## src/rtl/cpu_pkg.sv

```systemverilog
// Shared types and constants for the fetch path: fetch FSM states, instruction
// size and the branch word-offset scaling.
package cpu_pkg;

    typedef enum logic [1:0] {
        BOOT  = 2'd0,
        FETCH = 2'd1,
        HOLD  = 2'd2
    } fetch_state_e;

    localparam int unsigned INSTR_BYTES      = 4;
    localparam logic [31:0] DEFAULT_RESET_PC = 32'h0000_0000;
    localparam int unsigned WORD_SHIFT       = 2;

endpackage

```

## src/rtl/next_pc_calc.sv

```systemverilog
// Combinational next-PC selection: sequential PC+4 or taken conditional branch.
// Kept separate so a later jump extension can reuse the same adder path.
module next_pc_calc
    import cpu_pkg::*;
#(
    parameter int ADDR_W = 32
) (
    input  logic [ADDR_W-1:0] instr_pc_i,
    input  logic              branch_i,
    input  logic              alu_zero_i,
    input  logic [31:0]       branch_offset_i,
    output logic [ADDR_W-1:0] pc_plus4_o,
    output logic [ADDR_W-1:0] next_pc_o
);

    logic [ADDR_W-1:0] offset_bytes;
    logic [ADDR_W-1:0] target;
    logic              taken;

    // Offset is a signed word count; sign-extend before scaling to bytes.
    assign offset_bytes = ADDR_W'($signed(branch_offset_i)) << WORD_SHIFT;
    assign pc_plus4_o   = instr_pc_i + ADDR_W'(INSTR_BYTES);
    assign target       = pc_plus4_o + offset_bytes;
    assign taken        = branch_i & alu_zero_i;
    assign next_pc_o    = taken ? target : pc_plus4_o;

endmodule

```

## src/rtl/pc_fetch_unit.sv

```systemverilog
// Program counter owner: fetches from instruction memory and hands each word to
// decode over a valid/ready handshake, advancing the PC on acceptance.
//
// state | meaning
// BOOT  | one idle cycle after reset, no memory request
// FETCH | request at pc until imem_ack_i, capture word
// HOLD  | word presented to decode, wait for instr_ready_i
module pc_fetch_unit
    import cpu_pkg::*;
#(
    parameter int                ADDR_W   = 32,
    parameter logic [ADDR_W-1:0] RESET_PC = ADDR_W'(DEFAULT_RESET_PC)
) (
    input  logic              clk,
    input  logic              rst,
    output logic              imem_req_o,
    output logic [ADDR_W-1:0] imem_addr_o,
    input  logic              imem_ack_i,
    input  logic [31:0]       imem_rdata_i,
    output logic              instr_valid_o,
    input  logic              instr_ready_i,
    output logic [31:0]       instr_o,
    output logic [ADDR_W-1:0] instr_pc_o,
    output logic [ADDR_W-1:0] pc_plus4_o,
    input  logic              branch_i,
    input  logic              alu_zero_i,
    input  logic [31:0]       branch_offset_i,
    output logic [31:0]       instr_count_o
);

    fetch_state_e      state_q, state_d;
    logic [ADDR_W-1:0] pc_q, pc_d;
    logic [31:0]       instr_q, instr_d;
    logic [ADDR_W-1:0] instr_pc_q, instr_pc_d;
    logic              valid_q, valid_d;
    logic [31:0]       count_q, count_d;
    logic [ADDR_W-1:0] next_pc;

    next_pc_calc #(.ADDR_W(ADDR_W)) u_next_pc_calc (
        .instr_pc_i      (instr_pc_q),
        .branch_i        (branch_i),
        .alu_zero_i      (alu_zero_i),
        .branch_offset_i (branch_offset_i),
        .pc_plus4_o      (pc_plus4_o),
        .next_pc_o       (next_pc)
    );

    always_ff @(posedge clk or posedge rst) begin
        if (rst) begin
            state_q    <= BOOT;
            pc_q       <= RESET_PC;
            instr_q    <= '0;
            instr_pc_q <= RESET_PC;
            valid_q    <= 1'b0;
            count_q    <= '0;
        end else begin
            state_q    <= state_d;
            pc_q       <= pc_d;
            instr_q    <= instr_d;
            instr_pc_q <= instr_pc_d;
            valid_q    <= valid_d;
            count_q    <= count_d;
        end
    end

    always_comb begin
        state_d    = state_q;
        pc_d       = pc_q;
        instr_d    = instr_q;
        instr_pc_d = instr_pc_q;
        valid_d    = valid_q;
        count_d    = count_q;
        case (state_q)
            BOOT: state_d = FETCH;
            FETCH: begin
                if (imem_ack_i) begin
                    instr_d    = imem_rdata_i;
                    instr_pc_d = pc_q;
                    valid_d    = 1'b1;
                    state_d    = HOLD;
                end
            end
            HOLD: begin
                if (valid_q && instr_ready_i) begin
                    pc_d    = next_pc;
                    valid_d = 1'b0;
                    count_d = count_q + 32'd1;
                    state_d = FETCH;
                end
            end
            default: state_d = BOOT;
        endcase
    end

    // Acks outside FETCH never reach the capture path because req is low there.
    assign imem_req_o    = (state_q == FETCH);
    assign imem_addr_o   = pc_q;
    assign instr_valid_o = valid_q;
    assign instr_o       = instr_q;
    assign instr_pc_o    = instr_pc_q;
    assign instr_count_o = count_q;

endmodule

```

## config.mk

```make
export PLATFORM = sky130hd
export DESIGN_NAME = pc_fetch_unit
export DESIGN_NICKNAME = d
export VERILOG_FILES = /design/src/rtl/cpu_pkg.sv /design/src/rtl/next_pc_calc.sv /design/src/rtl/pc_fetch_unit.sv
export SDC_FILE = /design/constraint.sdc
export NUM_CORES = 1
export LEC_CHECK = 0
export CAP_MARGIN = 0
export CORE_MARGIN = 5
export CORE_UTILIZATION = 35
export DETAILED_ROUTE_END_ITERATION = 8
export GPL_TIMING_DRIVEN = 1
export MAX_ROUTING_LAYER = met4
export PLACE_DENSITY = 0.7
export SLEW_MARGIN = 20
export SYNTH_ARGS = -nofsm -noshare
export SYNTH_HDL_FRONTEND = slang
export SYNTH_SLANG_ARGS = --single-unit
```

## constraint.sdc

```tcl
create_clock -name clk -period 5.3 [get_ports clk]
set_input_delay 1.325 -clock clk [delete_from_list [all_inputs] [get_ports clk]]
set_output_delay 1.325 -clock clk [all_outputs]
set_load 0.03 [all_outputs]
```

==> results.json, run 1 <==
{
  "p_switching_mw": 2.89,
  "clock-sinks": 131,
  "start_kind": "register",
  "die_h_um": 156,
  "gp_congestion": 0.867,
  "cts_resized": 0,
  "netlist_area_mm2": 0.00750,
  "async_flop_share": 1.00,
  "grt_pass1_vias": 6441,
  "clk_pin_slew_ps": 60,
  "swShare": 0.448,
  "max_slew.worst_pin.slew_ps": 1040,
  "period_minus_slack_ps": 4680,
  "power_frac_seq": 0.257,
  "slew_headroom": 0.303,
  "drtIter0Drc": 311,
  "rows": 53,
  "drive_above_1_share": 0.127,
  "fin_setup_tns_ps": 0,
  "core_mm2": 0.0211,
  "dpl.hpwl_mm": 16.8,
  "ir_drop_v": 0.000408,
  "required_ps": 3970,
  "netlist_instances": 739,
  "ys_warn_count": 0,
  "combPwrFrac": 0.564,
  "finalHoldViolations": 0,
  "ys.flop_type": "dfrtp_1",
  "clockRootBuffer": "clkbuf_16",
  "antenna_found_initial": 0,
  "nets": 1072,
  "chipWidth_um": 156,
  "initial_core_util": 0.356,
  "grt_pass1_wl_mm": 35.2,
  "post-route-period-util": 0.883,
  "p_per_area_mw_per_mm2": 606,
  "maxSlewViolCount": 0,
  "worstPathArrival_ps": 3350,
  "nFillCells": 1992,
  "fin_util": 0.504,
  "synth-edff-count": 0,
  "firstDrtPassIters": 5,
  "hold_class": "reg -> reg",
  "setup_viol": 0,
  "grt_max_degree": 79,
  "grt.total_usage": 0.187,
  "cp-end-kind": "output port",
  "cts_setup_buffers": 0,
  "drc_errors": 0,
  "io_pins": 232,
  "leakage_nw": 4.61,
  "crit_path_max_fanout": 8,
  "rsz0062_at_grt": "no",
  "yosys.cell_types.count": 63,
  "postSynthNetCount": 847,
  "insertion_delay_ps": 420,
  "area_delta_synth_final_pct": 41.8,
  "ys_seq_elements": 131,
  "crit_type": "reg -> out",
  "port_buffers": 229,
  "status": "finished clean",
  "fmax_ghz": 0.214,
  "numCtsBuffers": 17,
  "cts_hold_buf": 0,
  "via_per_inst": 5.06,
  "drt_wl_total_mm": 22.2,
  "fin_skew_ps": 16.3,
  "die_area_mm2": 0.0245,
  "power.share.clock": 0.179,
  "cap_viol_max_count": 0,
  "overflow": 0,
  "yosysSeqAreaShare": 0.437,
  "intPower_mw": 3.56,
  "tritoncts": "built",
  "wl_per_cell_um": 17.7,
  "num_vias": 6341,
  "syn_avg_cell_area_um2": 10.2,
  "ant_nets": 0,
  "htree_levels": 4,
  "clock_tree.buffer_depth": 2
}
flip-flops by register name, summed over array words and instances (netlist names):
signal         cells
state_q            2
instr_pc_o        32
imem_addr_o       32
instr_count_o     32
instr_o           32
instr_valid_o      1
critical path, cell delays in order (launching register included):
cell	delay [ps]
dfrtp_1	500
ha_1	250
and2_2	220
nand2_2	110
or3_1	530
nor3_2	240
xor2_1	300
clkdlybuf4s50_1	790
cells by family after synthesis:
kind of cell / count (synthesis) / synth area share
buf+inv: 43 / 0.0249
compound gates: 142 / 0.115
fa+ha+maj: 38 / 0.0644
simple gates: 234 / 0.158
xor+xnor: 81 / 0.0956
mux: 70 / 0.104
flops: 131 / 0.437
final cells by class:
class                      instances  area [um2]  area share
multi-input combinational        565        4040       0.380
sequential                       131        3280       0.308
timing repair buffer             237        2350       0.221
clock buffer                      18         429      0.0403
tap                              275         344      0.0323
clock inverter                    14         143      0.0134
inverter                          12        50.0     0.00470
antenna                            1        2.50    0.000235
power groups by stage:
stage	registers [mW]	logic [mW]	clock network, mW
finish	1.65	3.64	1.16
global placement	1.65	3.62	0
global route	1.71	3.90	1.23
floorplan	2.27	1.65	0
CTS	1.66	3.66	1.19
detailed placement	1.67	3.64	0
synthesized netlist by cell type (19+ instances only):
cell / n / area share
a21oi_1: 49 / 0.033
clkbuf_1: 23 / 0.012
dfrtp_1: 131 / 0.44
ha_1: 37 / 0.062
mux2_2: 65 / 0.098
nand2_1: 75 / 0.038
nand3_1: 26 / 0.017
nand4_1: 19 / 0.016
nor2_1: 49 / 0.025
o21ai_0: 33 / 0.022
xnor2_1: 48 / 0.056
xor2_1: 32 / 0.037
cell usage in the layout (no fill, tap or decap), types with 19 or more instances in the layout:
master and n:
dfrtp_1 131, clkdlybuf4s50_1 229, xor2_1 32, a21oi_1 49
ha_1 37, o21ai_0 33, xnor2_1 48, nand4_1 19
nor2_1 49, mux2_2 65, nand2_1 74, nand3_1 26
through the flow:
stage	std cells	power (mW)	hold slack, ps	setup WS (ps)	instance area (um2)
detailed placement	1220	5.31	461	851	10100
global route	1252	6.84	510	401	10600
CTS	1252	6.51	476	588	10600
global placement	1220	5.28	462	897	10100
floorplan	739	3.92	480	477	7500
finish	1253	6.45	474	620	10600
path summary, 6_finish.rpt:
| path | start | to | slack, ps | cells after the start |
|---|---|---|---|---|
| setup / recovery | instr_pc_o[2] | pc_plus4_o[30] | 620 | 7 |
| hold / removal | instr_count_o[31] | instr_count_o[31] | 470 | 1 |
| setup reg to reg | instr_pc_o[2] | imem_addr_o[31] | 1130 | 15 |
| hold reg to reg | instr_count_o[31] | instr_count_o[31] | 470 | 1 |
| max in group asynchronous | rst | imem_addr_o[19] | 3000 | 3 |
| min in group asynchronous | rst | instr_o[3] | 1410 | 2 |
metal layers:
| metal | vias to the layer above | track usage | share of wire |
|---|---|---|---|
| met4 | 0 | 0.0545 | 0.021 |
| li1 | 3075 | - | - |
| met5 | - | - | 0 |
| met2 | 207 | 0.287 | 0.46 |
| met3 | 32 | 0.0561 | 0.081 |
| met1 | 3027 | 0.242 | 0.44 |
Power figures use the tool's default switching activity.
==> run 2: changes to the inputs <==
==> constraint.sdc (replaced) <==
create_clock -name clk -period 5.5 [get_ports clk]
set_input_delay 1.375 -clock clk [delete_from_list [all_inputs] [get_ports clk]]
set_output_delay 1.375 -clock clk [all_outputs]
set_load 0.03 [all_outputs]
==> results.json, run 2 (synthesized netlist as in run 1, its figures left out) <==
{
  "grt_pass1_wl_mm": 34.9,
  "clockRootBuffer": "clkbuf_16",
  "slew_headroom": 0.480,
  "cts_hold_buf": 0,
  "ant_nets": 0,
  "cts_resized": 0,
  "clk_pin_slew_ps": 60,
  "die_h_um": 156,
  "clock_tree.buffer_depth": 2,
  "htree_levels": 4,
  "initial_core_util": 0.356,
  "status": "finished clean",
  "crit_chain": "ha_1 -> and2_2 -> nand2_2 -> or3_1 -> nor3_2 -> xor2_1 -> clkdlybuf4s50_1",
  "drtIter0Drc": 322,
  "ir_drop_v": 0.000435,
  "fin_skew_ps": 8.59,
  "drc_errors": 0,
  "num_antenna_cells": 0,
  "holdPathStages": 1,
  "chipWidth_um": 156,
  "tritoncts": "built",
  "mostFrequentLayoutCells": "229 x clkdlybuf4s50_1, 131 x dfrtp_1, 74 x nand2_1, 65 x mux2_2",
  "power.share.clock": 0.189,
  "rows": 53,
  "required_ps": 4120,
  "cpPeakStageDelay_ps": 790,
  "port_buffers": 229,
  "layout.cells.most_common": "clkdlybuf4s50_1",
  "gp_congestion": 0.889,
  "io_pins": 232,
  "firstDrtPassIters": 4,
  "swShare": 0.440,
  "intPower_mw": 3.53,
  "drt_wl_total_mm": 22.2,
  "cp-end-kind": "output port",
  "antenna_found_initial": 0,
  "cts_setup_buffers": 0,
  "cap_viol_max_count": 0,
  "num_vias": 6389,
  "placed_cells": 1219,
  "dpl.hpwl_mm": 16.8,
  "p_per_area_mw_per_mm2": 590,
  "period_minus_slack_ps": 4760,
  "worstPathArrival_ps": 3390,
  "nets": 1071,
  "grt_max_degree": 111,
  "grt.total_usage": 0.186,
  "setup_viol": 0,
  "fin_setup_tns_ps": 0,
  "hold_class": "reg -> reg",
  "clock-sinks": 131,
  "leakage_nw": 4.63,
  "fin_util": 0.506,
  "grt_pass1_vias": 6311,
  "finalHoldViolations": 0,
  "start_kind": "register",
  "drive_above_1_share": 0.126,
  "numCtsBuffers": 17,
  "fmax_ghz": 0.210,
  "slowest_stage": "clkdlybuf4s50_1",
  "final_cells": 1251,
  "combPwrFrac": 0.557,
  "area_delta_synth_final_pct": 42.3,
  "rsz0062_at_grt": "no",
  "maxSlewViolCount": 0,
  "via_per_inst": 5.11,
  "r2r_slack_ps": 1260,
  "p_switching_mw": 2.77,
  "power_frac_seq": 0.254,
  "core_mm2": 0.0211,
  "crit_type": "reg -> out",
  "max_slew.worst_pin.slew_ps": 779,
  "crit_path_max_fanout": 8,
  "wl_per_cell_um": 17.7,
  "overflow": 0,
  "insertion_delay_ps": 410,
  "rr_worst_depth": 15,
  "die_area_mm2": 0.0245,
  "post-route-period-util": 0.866
}
run 2: cell count changes in the layout (fill, tap and decap cells not counted), sizes merged:
cell,before,now
clkinvlp,3,2
bufinv,1,3
buf,8,7
diode,1,0
clkinv,2,3
inv,20,17
clkbuf,18,19
run 2: metrics by stage:
step                worst slack (ps)  area (um2)  power, mW  hold WS (ps)
global route                     641       10700       6.69           513
finish                           739       10700       6.30           478
CTS                              729       10700       6.36           478
global placement                1070       10100       5.09           462
floorplan                        627        7500       3.78           480
detailed placement              1000       10100       5.12           464
run 2: final timing paths:
kind	from	end
max	instr_pc_o[2]	pc_plus4_o[30]
min	instr_count_o[31]	instr_count_o[31]
max reg2reg	instr_pc_o[2]	imem_addr_o[31]
min reg2reg	instr_count_o[31]	instr_count_o[31]
max in group asynchronous	rst	instr_pc_o[17]
min in group asynchronous	rst	instr_o[3]
run 2: power by group through the flow:
stage	combinational, mW	clock, mW	sequential, mW
final	3.51	1.19	1.60
after global routing	3.77	1.27	1.65
after CTS	3.53	1.22	1.60
after detailed placement	3.51	0	1.61
after global placement	3.49	0	1.59
after floorplan	1.59	0	2.19
run 2: critical path, delay by kind of cell (launching register included):
| kind | cells | cell delay, ps |
|---|---|---|
| simple gates | 4 | 1060 |
| buf+inv | 1 | 790 |
| flops | 1 | 530 |
| xor+xnor | 1 | 300 |
| fa+ha+maj | 1 | 270 |
run 2: layout make-up:
type                    count  area [um2]
well taps                 275         344
flip-flops and latches    131        3280
fillers                  1958       10400
clock buffers              19         443
repair buffers            236        2340
clock inverters            13         171
inverters                  12        52.6
multi-input cells         565        4040
run 2: layer usage:
layer	part of all wire	up-vias	GRT usage	routed length (um)
li1	-	3080	-	-
met1	0.46	3079	0.249	10100
met2	0.46	200	0.283	10100
met3	0.069	30	0.0459	1530
met4	0.020	0	0.0517	438
met5	0	-	-	0
